===== config.mk =====
export PLATFORM = sky130hd
export DESIGN_NAME = env_window
export DESIGN_NICKNAME = d
export VERILOG_FILES = /design/src/rtl/env_window_pkg.sv /design/src/rtl/env_window_line_buffer.sv /design/src/rtl/env_window.sv
export SDC_FILE = /design/constraint.sdc
export NUM_CORES = 2
export LEC_CHECK = 0
export ABC_CLOCK_PERIOD_IN_PS = 9000
export BUFFER_PORTS_ARGS = -buffer_cell sky130_fd_sc_hd__buf_2
export CAP_MARGIN = 20
export CORE_ASPECT_RATIO = 0.75
export CORE_MARGIN = 2
export CORE_UTILIZATION = 26
export DETAILED_ROUTE_END_ITERATION = 12
export GPL_ROUTABILITY_DRIVEN = 0
export SLEW_MARGIN = 10
export SYNTH_ARGS = -nofsm -noshare
export SYNTH_HDL_FRONTEND = slang
export SYNTH_SLANG_ARGS = --single-unit

===== constraint.sdc =====
create_clock -name clk -period 9 [get_ports clk]
set_input_delay 2.25 -clock clk [delete_from_list [all_inputs] [get_ports clk]]
set_output_delay 2.25 -clock clk [all_outputs]
set_load 0.005 [all_outputs]

===== src/rtl/env_window_pkg.sv =====
// env_window_pkg: shared sizes, neighbour indices and cell/column types for
// the 3x3 environment window builder.
package env_window_pkg;

  localparam int GRID_W      = 160;
  localparam int GRID_H      = 120;
  localparam int X_bits      = 8;
  localparam int Y_bits      = 7;
  localparam int SIGNAL_bits = 4;

  localparam int DIR_N  = 0;
  localparam int DIR_NE = 1;
  localparam int DIR_E  = 2;
  localparam int DIR_SE = 3;
  localparam int DIR_S  = 4;
  localparam int DIR_SW = 5;
  localparam int DIR_W  = 6;
  localparam int DIR_NW = 7;

  typedef enum logic [1:0] {
    ST_IDLE   = 2'd0,
    ST_SCAN   = 2'd1,
    ST_PADROW = 2'd2
  } state_t;

  // One grid cell as carried through the line buffers.
  typedef struct packed {
    logic                   sugar;
    logic [SIGNAL_bits-1:0] signal;
  } cell_t;

  // One window column: [0] = row vy-2, [1] = row vy-1, [2] = row vy.
  typedef cell_t [2:0] col_t;

  // Returns the signal of a cell, or 0 when the neighbour lies off the grid.
  function automatic logic [SIGNAL_bits-1:0] masked_signal(input cell_t c, input logic keep);
    return keep ? c.signal : '0;
  endfunction

endpackage


===== src/rtl/env_window_line_buffer.sv =====
// line_buffer: one grid row of cells, combinational read of the old value and
// write of the new value at the same address on the same clock.
module line_buffer
  import env_window_pkg::*;
#(
  parameter int DEPTH = GRID_W + 1,
  parameter int AW    = $clog2(DEPTH)
) (
  input  logic          clk,
  input  logic          we,
  input  logic [AW-1:0] addr,
  input  cell_t         wdata,
  output cell_t         rdata
);

  cell_t mem_q [DEPTH];

  assign rdata = mem_q[addr];

  // Store the incoming cell; the read above still sees the previous row's value.
  always_ff @(posedge clk) begin
    if (we) begin
      mem_q[addr] <= wdata;
    end
  end

endmodule


===== src/rtl/env_window.sv =====
// env_window: turns the raster stream of {sugar, signal} cells into one 3x3
// neighbourhood per grid cell, one row and one column behind the input.
// A padded raster (one extra column and row of zero cells) flushes the last
// row/column through the window.
module env_window #(
  parameter int GRID_W = env_window_pkg::GRID_W,
  parameter int GRID_H = env_window_pkg::GRID_H
) (
  input  logic                                          clk,
  input  logic                                          RESET_SIM_N,
  input  logic                                          run,
  input  logic                                          in_valid,
  output logic                                          in_ready,
  input  logic [env_window_pkg::X_bits-1:0]             in_x,
  input  logic [env_window_pkg::Y_bits-1:0]             in_y,
  input  logic [env_window_pkg::SIGNAL_bits-1:0]        in_signal,
  input  logic                                          in_sugar,
  output logic                                          out_valid,
  output logic [env_window_pkg::X_bits-1:0]             out_x,
  output logic [env_window_pkg::Y_bits-1:0]             out_y,
  output logic [env_window_pkg::SIGNAL_bits-1:0]        cur_signal,
  output logic                                          cur_sugar,
  output logic [7:0][env_window_pkg::SIGNAL_bits-1:0]   surrounding_signals,
  output logic                                          frame_done,
  output logic                                          err_sync
);
  import env_window_pkg::*;

  localparam int                LB_AW  = $clog2(GRID_W + 1);
  localparam logic [X_bits-1:0] X_PAD  = X_bits'(GRID_W);
  localparam logic [Y_bits-1:0] Y_PAD  = Y_bits'(GRID_H);
  localparam logic [Y_bits-1:0] Y_LAST = Y_bits'(GRID_H - 1);
  localparam logic [X_bits-1:0] X_ONE  = X_bits'(1);
  localparam logic [Y_bits-1:0] Y_ONE  = Y_bits'(1);
  localparam logic [X_bits-1:0] X_TWO  = X_bits'(2);
  localparam logic [Y_bits-1:0] Y_TWO  = Y_bits'(2);

  state_t                       state_q, state_d;
  logic [X_bits-1:0]            vx_q, vx_d;
  logic [Y_bits-1:0]            vy_q, vy_d;
  col_t                         col_c_q, col_c_d;
  col_t                         col_w_q, col_w_d;
  logic                         out_valid_q, out_valid_d;
  logic [X_bits-1:0]            out_x_q, out_x_d;
  logic [Y_bits-1:0]            out_y_q, out_y_d;
  logic [SIGNAL_bits-1:0]       cur_signal_q, cur_signal_d;
  logic                         cur_sugar_q, cur_sugar_d;
  logic [7:0][SIGNAL_bits-1:0]  surr_q, surr_d;
  logic                         frame_done_q, frame_done_d;
  logic                         err_sync_q, err_sync_d;

  logic  ready_c;
  logic  step;
  logic  drop_err;
  logic  scan_abort;
  logic  in_grid;
  logic  pos_match;
  logic  at_origin;
  logic  west_ok, east_ok, north_ok, south_ok;
  cell_t in_cell;
  cell_t new_cell;
  cell_t lb1_rd;
  cell_t lb2_rd;
  col_t  col_e;

  assign in_cell   = {in_sugar, in_signal};
  assign in_grid   = (vx_q < X_PAD) && (vy_q < Y_PAD);
  assign pos_match = (in_x == vx_q) && (in_y == vy_q);
  assign at_origin = (in_x == '0) && (in_y == '0);

  // The freshly stepped column: two buffered rows above the new cell.
  assign col_e = {new_cell, lb1_rd, lb2_rd};

  // Neighbours off the grid are decided purely from the cursor, never from buffer contents.
  assign west_ok  = (vx_q >= X_TWO);
  assign east_ok  = (vx_q != X_PAD);
  assign north_ok = (vy_q >= Y_TWO);
  assign south_ok = (vy_q != Y_PAD);

  // Decide whether this cycle advances the cursor, and with which cell.
  always_comb begin
    ready_c    = 1'b0;
    step       = 1'b0;
    new_cell   = '0;
    drop_err   = 1'b0;
    scan_abort = 1'b0;
    unique case (state_q)
      ST_IDLE: begin
        ready_c = run;
        if (run && in_valid) begin
          if (at_origin) begin
            step     = 1'b1;
            new_cell = in_cell;
          end else begin
            drop_err = 1'b1;
          end
        end
      end
      ST_SCAN: begin
        if (in_grid) begin
          ready_c = run;
          if (run && in_valid) begin
            if (pos_match) begin
              step     = 1'b1;
              new_cell = in_cell;
            end else begin
              drop_err   = 1'b1;
              scan_abort = 1'b1;
            end
          end
        end else begin
          step = run;
        end
      end
      ST_PADROW: begin
        step = run;
      end
      default: begin
        step = 1'b0;
      end
    endcase
  end

  // Next cursor, window shift, registered window outputs and status flags.
  always_comb begin
    state_d      = state_q;
    vx_d         = vx_q;
    vy_d         = vy_q;
    col_c_d      = col_c_q;
    col_w_d      = col_w_q;
    out_valid_d  = 1'b0;
    out_x_d      = out_x_q;
    out_y_d      = out_y_q;
    cur_signal_d = cur_signal_q;
    cur_sugar_d  = cur_sugar_q;
    surr_d       = surr_q;
    frame_done_d = 1'b0;
    err_sync_d   = err_sync_q | drop_err;

    if (scan_abort) begin
      state_d = ST_IDLE;
      vx_d    = '0;
      vy_d    = '0;
    end

    if (step) begin
      col_w_d = col_c_q;
      col_c_d = col_e;
      if (state_q == ST_IDLE) begin
        state_d = ST_SCAN;
      end
      if (vx_q == X_PAD) begin
        vx_d = '0;
        if (vy_q == Y_PAD) begin
          vy_d         = '0;
          state_d      = ST_IDLE;
          frame_done_d = 1'b1;
        end else begin
          vy_d = vy_q + Y_ONE;
          if (vy_q == Y_LAST) begin
            state_d = ST_PADROW;
          end
        end
      end else begin
        vx_d = vx_q + X_ONE;
      end

      if ((vx_q != '0) && (vy_q != '0)) begin
        out_valid_d    = 1'b1;
        out_x_d        = vx_q - X_ONE;
        out_y_d        = vy_q - Y_ONE;
        cur_signal_d   = col_c_q[1].signal;
        cur_sugar_d    = col_c_q[1].sugar;
        surr_d[DIR_N]  = masked_signal(col_c_q[0], north_ok);
        surr_d[DIR_NE] = masked_signal(col_e[0],   north_ok && east_ok);
        surr_d[DIR_E]  = masked_signal(col_e[1],   east_ok);
        surr_d[DIR_SE] = masked_signal(col_e[2],   south_ok && east_ok);
        surr_d[DIR_S]  = masked_signal(col_c_q[2], south_ok);
        surr_d[DIR_SW] = masked_signal(col_w_q[2], south_ok && west_ok);
        surr_d[DIR_W]  = masked_signal(col_w_q[1], west_ok);
        surr_d[DIR_NW] = masked_signal(col_w_q[0], north_ok && west_ok);
      end
    end
  end

  // Scan FSM, window columns and output registers with asynchronous abort.
  always_ff @(posedge clk or negedge RESET_SIM_N) begin
    if (!RESET_SIM_N) begin
      state_q      <= ST_IDLE;
      vx_q         <= '0;
      vy_q         <= '0;
      col_c_q      <= '0;
      col_w_q      <= '0;
      out_valid_q  <= 1'b0;
      out_x_q      <= '0;
      out_y_q      <= '0;
      cur_signal_q <= '0;
      cur_sugar_q  <= 1'b0;
      surr_q       <= '0;
      frame_done_q <= 1'b0;
      err_sync_q   <= 1'b0;
    end else begin
      state_q      <= state_d;
      vx_q         <= vx_d;
      vy_q         <= vy_d;
      col_c_q      <= col_c_d;
      col_w_q      <= col_w_d;
      out_valid_q  <= out_valid_d;
      out_x_q      <= out_x_d;
      out_y_q      <= out_y_d;
      cur_signal_q <= cur_signal_d;
      cur_sugar_q  <= cur_sugar_d;
      surr_q       <= surr_d;
      frame_done_q <= frame_done_d;
      err_sync_q   <= err_sync_d;
    end
  end

  line_buffer #(.DEPTH(GRID_W + 1), .AW(LB_AW)) u_lb_row1 (
    .clk   (clk),
    .we    (step),
    .addr  (vx_q[LB_AW-1:0]),
    .wdata (new_cell),
    .rdata (lb1_rd)
  );

  line_buffer #(.DEPTH(GRID_W + 1), .AW(LB_AW)) u_lb_row2 (
    .clk   (clk),
    .we    (step),
    .addr  (vx_q[LB_AW-1:0]),
    .wdata (lb1_rd),
    .rdata (lb2_rd)
  );

  assign in_ready            = ready_c & RESET_SIM_N;
  assign out_valid           = out_valid_q;
  assign out_x               = out_x_q;
  assign out_y               = out_y_q;
  assign cur_signal          = cur_signal_q;
  assign cur_sugar           = cur_sugar_q;
  assign surrounding_signals = surr_q;
  assign frame_done          = frame_done_q;
  assign err_sync            = err_sync_q;

endmodule


# Yosys cells after proc, flatten, opt, wreduce, memory -nomap -nowiden
# Memory sizes are Yosys's and may differ from the RTL's.
# Cells that the tools add are included.
[totals] regBits=97 mem_bits_rw=1610 word_cells=111 memories=2
[op_classes] n_addsub=4 n_lt_le_gt_ge=4 n_eq_ne=9 n_mux=49 bitwise_logic=2 reduce_logical=16
[memory_table] name="u_lb_row1.mem_q" depth=161 word_bits=5 rd=1 rd_ports_with_merged_regs=0 write_ports=1 line="env_window_line_buffer.sv:16" rtl="cell_t mem_q [DEPTH];"
[memory_table] name="u_lb_row2.mem_q" depth=161 word_bits=5 rd=1 rd_ports_with_merged_regs=0 write_ports=1 line="env_window_line_buffer.sv:16"
[op_table] op="$mux W4" n=8
[op_table] op="$mux W7" n=4
[op_table] op="$mux W5" n=5
[op_table] op="$mux W8" n=3
[op_table] op="$mux W1" n=19
[op_table] op="$eq A7 B7 Y1 const B" n=2
[op_table] op="$mux W2" n=6
[op_table] op="$pmux W5 S2" n=1
[op_table] op="$logic_and A1 B1 Y1" n=9
[op_table] op="$add A8 B1 Y8 const B" n=1
[op_table] op="$eq A8 B8 Y1" n=1
[op_table] op="$eq A8 B8 Y1 const B" n=1
[op_table] op="$ge A8 B2 Y1 const B" n=1
[op_table] op="$logic_not A8 Y1" n=1
[op_table] op="$lt A8 B8 Y1 const B" n=1
[op_table] op="$ne A8 B8 Y1 const B" n=1
[op_table] op="$reduce_bool A8 Y1" n=1
[op_table] op="$sub A8 B1 Y8 const B" n=1
[op_table] op="$add A7 B1 Y7 const B" n=1
[op_table] op="$eq A7 B7 Y1" n=1
[op_table] op="$ge A7 B2 Y1 const B" n=1
[op_table] op="$logic_not A7 Y1" n=1
[op_table] op="$lt A7 B7 Y1 const B" n=1
[op_table] op="$ne A7 B7 Y1 const B" n=1
[op_table] op="11 further kinds" n=12

# Depth between registers and ports, before layout
[logic_depth] ltp_word=12 mapped_depth=13 mapped_depth_nobuf=7

# Modules after synthesis
# A second synthesis with hierarchy kept.
[unflattened] hier_cells=3816 area_unflattened_um2=68613.3
[modules_own_cells] mod="line_buffer" n_inst=2 cells_each=1670 area_per_inst_um2=31926.9
[modules_own_cells] mod="env_window" n_inst=1 cells_each=476 area_per_inst_um2=4759.6

# Worst setup path after synthesis
# No wires, ideal clock.
[synth_path] path_type="register to register" from="register vx_q[1]" to="memory u_lb_row2.mem_q[0][0] in the netlist's numbering, data pin" setup_time_ns=1.053 arrival_ns=5.976 required_ns=7.947 slack_ns=1.971 stages_incl_launch_ff=11 n_path_buf=4 period_less_slack_ns=7.029 cell_sequence="dfrtp_1 -> buf_2 -> buf_6 -> buf_2 -> buf_2 -> mux2i_1 -> a221oi_1 -> nand2_1 -> nand3_1 -> o21ai_0 -> o211ai_1"
[synth_lines] element="start, declared" line="env_window.sv:39" rtl="logic [X_bits-1:0] vx_q, vx_d;"
[synth_lines] element="start signal, assigned" line="env_window.sv:204" rtl="vx_q <= vx_d;"
[synth_lines] element="end, declared" line="env_window_line_buffer.sv:16"

==> summary.md <==
| Metric | Value |
|---|---|
| Post-CTS setup buffer count | `0` |
| HPWL after DPL | `107000 um` |
| Power per cell area | `200 nW/um2` |
| H-tree depth | `4` |
| RR Endpoint | `u_lb_row2.mem_q[92][2]$_DFFE_PP_` |
| Skew final | `0.0274 ns` |
| Post-Syn Area per Cell | `19.0 um2` |
| Most frequent cell after synthesis | `edfxtp_1` |
| Worst endpoint required time | `9.38 ns` |
| Crit Reg-Reg Startpoint | `vx_q[0]$_DFFE_PN0P_` |
| Hold Path End | `col_w_q[11]$_DFFE_PN0P_` |
| Synth top area share | `0.717` |
| Synth Instances | `3201` |
| HP Class | `flip-flop to flip-flop` |
| Fin Setup TNS | `0 ns` |
| Cts bufs inserted | `145` |
| Seq/Total Area, Yosys | `0.757` |
| # port buffers | `79` |
| All-layer global routing usage | `0.142` |
| Fmax | `179 MHz` |
| Placed Instance Area | `64800 um2` |
| Max Fanout on Critical Path | `63` |
| Syn_nets | `3231` |
| Ys Warns | `0` |
| WHS Path Cells | `2` |
| Grt ovf | `0` |
| Primary FF master, synth | `edfxtp_1` |
| Ys async rst share | `0.0627` |
| Status | `finished clean` |
| CTS sink count | `1546` |
| Row cnt | `153` |
| First-pass iteration count of the detailed router | `6` |
| Final instance area | `69400 um2` |
| P&R area growth vs syn | `14.3%` |
| Final Max Slew Viols | `0` |
| Buffer and inverter count on the worst path | `4` |
| Number of distinct library cells after synthesis | `68` |
| Crit-path leading delay family | `buffers and inverters` |
| Fill count | `22442` |
| Via-to-Cell Ratio | `5.06` |
| Hold path start | `col_w_q[11]$_DFFE_PN0P_` |
| Die boundary height | `422 um` |
| Violation count after the first detailed-route iteration | `4441` |
| Rel. slew slack | `0.199` |
| Register-to-Register Path Depth | `10` |
| Switching Share | `0.196` |
| First-pass GRT wire length | `245000 um` |
| Post-synth top area cell | `edfxtp_1` |
| Initial antenna violation count | `6` |
| Layout cell share with drive strength beyond 1 | `0.198` |
| Worst-margin pin slew | `1.20 ns` |
| Flop2flop setup slack | `3.40 ns` |
| Worst Path Arrival | `5.98 ns` |
| Crit Path Category | `flip-flop to flip-flop` |
| Number of global-route vias before repair | `31936` |
| Max-cap violation count | `0` |
| Post-synthesis register bit count | `1546` |
| Logic pwr share | `0.006` |
| Sw Pwr | `0.00273 W` |
| Post-CTS Hold Buffers | `0` |
| Clock Power Share | `0.436` |
| Via count | `32957` |
| Fin nets | `3335` |
| Power, Total | `0.0139 W` |
| Drt wl/cell | `26.5 um` |
| Die area | `237000 um2` |
| Largest net degree at the start of global routing | `164` |
| Seq pwr share | `0.558` |
| Min Tclk post-route | `5.60 ns` |
| CP startpoint kind | `flip-flop` |
| Clk pin slew, worst setup/hold paths | `0.06 ns` |
| Synth cell count leaders | `edfxtp_1 (1449), mux4_2 (267), mux2i_1 (203), nor2_1 (194), nand2_1 (124)` |
| Ports | `80` |
| P_int | `0.0112 W` |
| Final Setup Violations | `0` |
| CTS tree | `built` |
| Slowest cell delay on critical path | `1.04 ns` |
| Die Width | `562 um` |
| Final Cycle Share | `0.622` |
| Starting Density | `0.262` |
| Core area | `232000 um2` |
| RSZ-0062 raised after global routing | `no` |
| Leakage power | `21.1 nW` |
| Cts repair resizes | `0` |
| CTS root buf | `clkbuf_16` |
| Final ANT Viol Nets | `0` |
| Most used cell, CP | `buf_4` |
| Final hold violation count | `0` |
| VDD IR-drop max | `0.205 mV` |
| Clock Latency Late Sink | `0.79 ns` |
| Critical-path top delay cell | `dfrtp_4` |
| DRC violations left | `0` |
| DRT Wirelength | `173000 um` |
| Number of flops mapped to enable cells by yosys | `1449` |
| Crit. End Element | `flip-flop` |
| Synthesized area | `60700 um2` |
| Crit path cell chain | `buf_4 -> buf_4 -> mux4_2 -> mux2_2 -> o22ai_1 -> nor4_1 -> o21ai_0 -> nand4_1 -> buf_4 -> buf_4` |
| Top cells by area, synth | `edfxtp_1 (72%), mux4_2 (9.9%), dfrtp_1 (4.0%)` |
| Clock tree buffer depth | `3` |
-- state kept, by name, indices dropped and copies added, names as in the netlist, 2 cells and up --
register and count:
out_x 8, state_q 2, cur_signal 4, u_lb_row1.mem_q 805
vy_q 7, surrounding_signals 32, u_lb_row2.mem_q 644, col_c_q 13
out_y 7, col_w_q 12, vx_q 8
-- placed cells by master, fill, tap and decap left out, types with 9 or more instances in the layout --
cell       count
a211oi_1      14
a21oi_1       49
a221oi_1      18
a22o_1        26
a22oi_1      110
a31oi_1       13
buf_2         78
buf_4         78
bufinv_16     12
clkbuf_1      31
clkbuf_16    148
clkinv_1      34
clkinv_2      14
dfrtp_1       92
edfxtp_1    1449
inv_1         13
mux2_2        11
mux2i_1      203
mux4_2       267
nand2_1      120
nand3_1       44
nand4_1       14
nor2_1       192
nor3_1        17
nor4_1        16
o211ai_1       9
o21ai_0      103
o221ai_1      21
o22ai_1       26
xnor2_1       24
-- layer usage --
| metal | vias to the layer above | GRT usage | share of wire | wire, um |
|---|---|---|---|---|
| met5 | - | 0 | 0.00016 | 27 |
| met4 | 4 | 0.0440 | 0.028 | 4770 |
| met2 | 2025 | 0.202 | 0.43 | 74100 |
| met3 | 263 | 0.0407 | 0.12 | 20100 |
| li1 | 13272 | - | - | - |
| met1 | 17393 | 0.208 | 0.43 | 73700 |
-- worst max path at each step --
stage / from / end / depth (start not counted)
finish: vx_q[0]$_DFFE_PN0P_ / u_lb_row2.mem_q[92][2]$_DFFE_PP_ / 10
global route: vx_q[0]$_DFFE_PN0P_ / u_lb_row2.mem_q[92][2]$_DFFE_PP_ / 10
CTS: vx_q[0]$_DFFE_PN0P_ / u_lb_row2.mem_q[95][2]$_DFFE_PP_ / 10
detailed placement: in_x[7] / u_lb_row2.mem_q[91][0]$_DFFE_PP_ / 8
global placement: in_x[1] / u_lb_row2.mem_q[91][0]$_DFFE_PP_ / 8
floorplan: vx_q[1]$_DFFE_PN0P_ / u_lb_row2.mem_q[0][0]$_DFFE_PP_ / 10
-- cell type report --
class / instances / area (um2) / area share
diodes: 2 / 5.00 / 0.0000721
repair buffers: 164 / 1140 / 0.0164
clock buffers: 181 / 3850 / 0.0554
multi-input cells: 1433 / 13800 / 0.198
clock inverters: 78 / 748 / 0.0108
flip-flops and latches: 1546 / 46000 / 0.662
inverters: 15 / 56.3 / 0.000811
well taps: 3100 / 3880 / 0.0559
-- metrics by stage --
step | setup slack [ns] | hold slack (ns) | utilization | instances
after global routing | 3.11 | 0.507 | 0.299 | 6517
after floorplan | 1.97 | 0.438 | - | 3201
final | 3.40 | 0.473 | 0.299 | 6519
after CTS | 3.46 | 0.475 | 0.299 | 6517
after detailed placement | 2.90 | 0.460 | 0.279 | 6258
after global placement | 3.00 | 0.451 | 0.279 | 6258
-- power by group through the flow --
| stage | Combinational, W | Sequential, W | Clock, W |
|---|---|---|---|
| detailed placement | 0.0000784 | 0.00791 | 0 |
| CTS | 0.0000785 | 0.00775 | 0.00612 |
| floorplan | 0.0000373 | 0.00791 | 0 |
| global route | 0.0000834 | 0.00775 | 0.00639 |
| global placement | 0.0000784 | 0.00791 | 0 |
| finish | 0.0000783 | 0.00775 | 0.00606 |
-- cells by family (layout without fill, tap and decap cells) --
group | after synthesis | after routing | synth area share
AO/OA/AOI/OAI | 443 | 443 | 0.0500
XOR/XNOR | 29 | 29 | 0.00418
adder cells (fa/ha/maj) | 6 | 6 | 0.00124
buffers and inverters | 222 | 438 | 0.0181
flip-flops | 1546 | 1546 | 0.757
multiplexers | 482 | 482 | 0.135
other | 0 | 2 | 0
AND/OR/NAND/NOR | 473 | 473 | 0.0349
-- worst reg2reg max path: stages (launching register included) --
cell	delay, ns
dfrtp_4	1.04
buf_4	0.73
buf_4	0.58
mux4_2	0.61
mux2_2	0.27
o22ai_1	0.15
nor4_1	0.08
o21ai_0	0.69
nand4_1	0.24
buf_4	0.30
buf_4	0.41
Note: power is estimated with default switching activity, not from simulation.
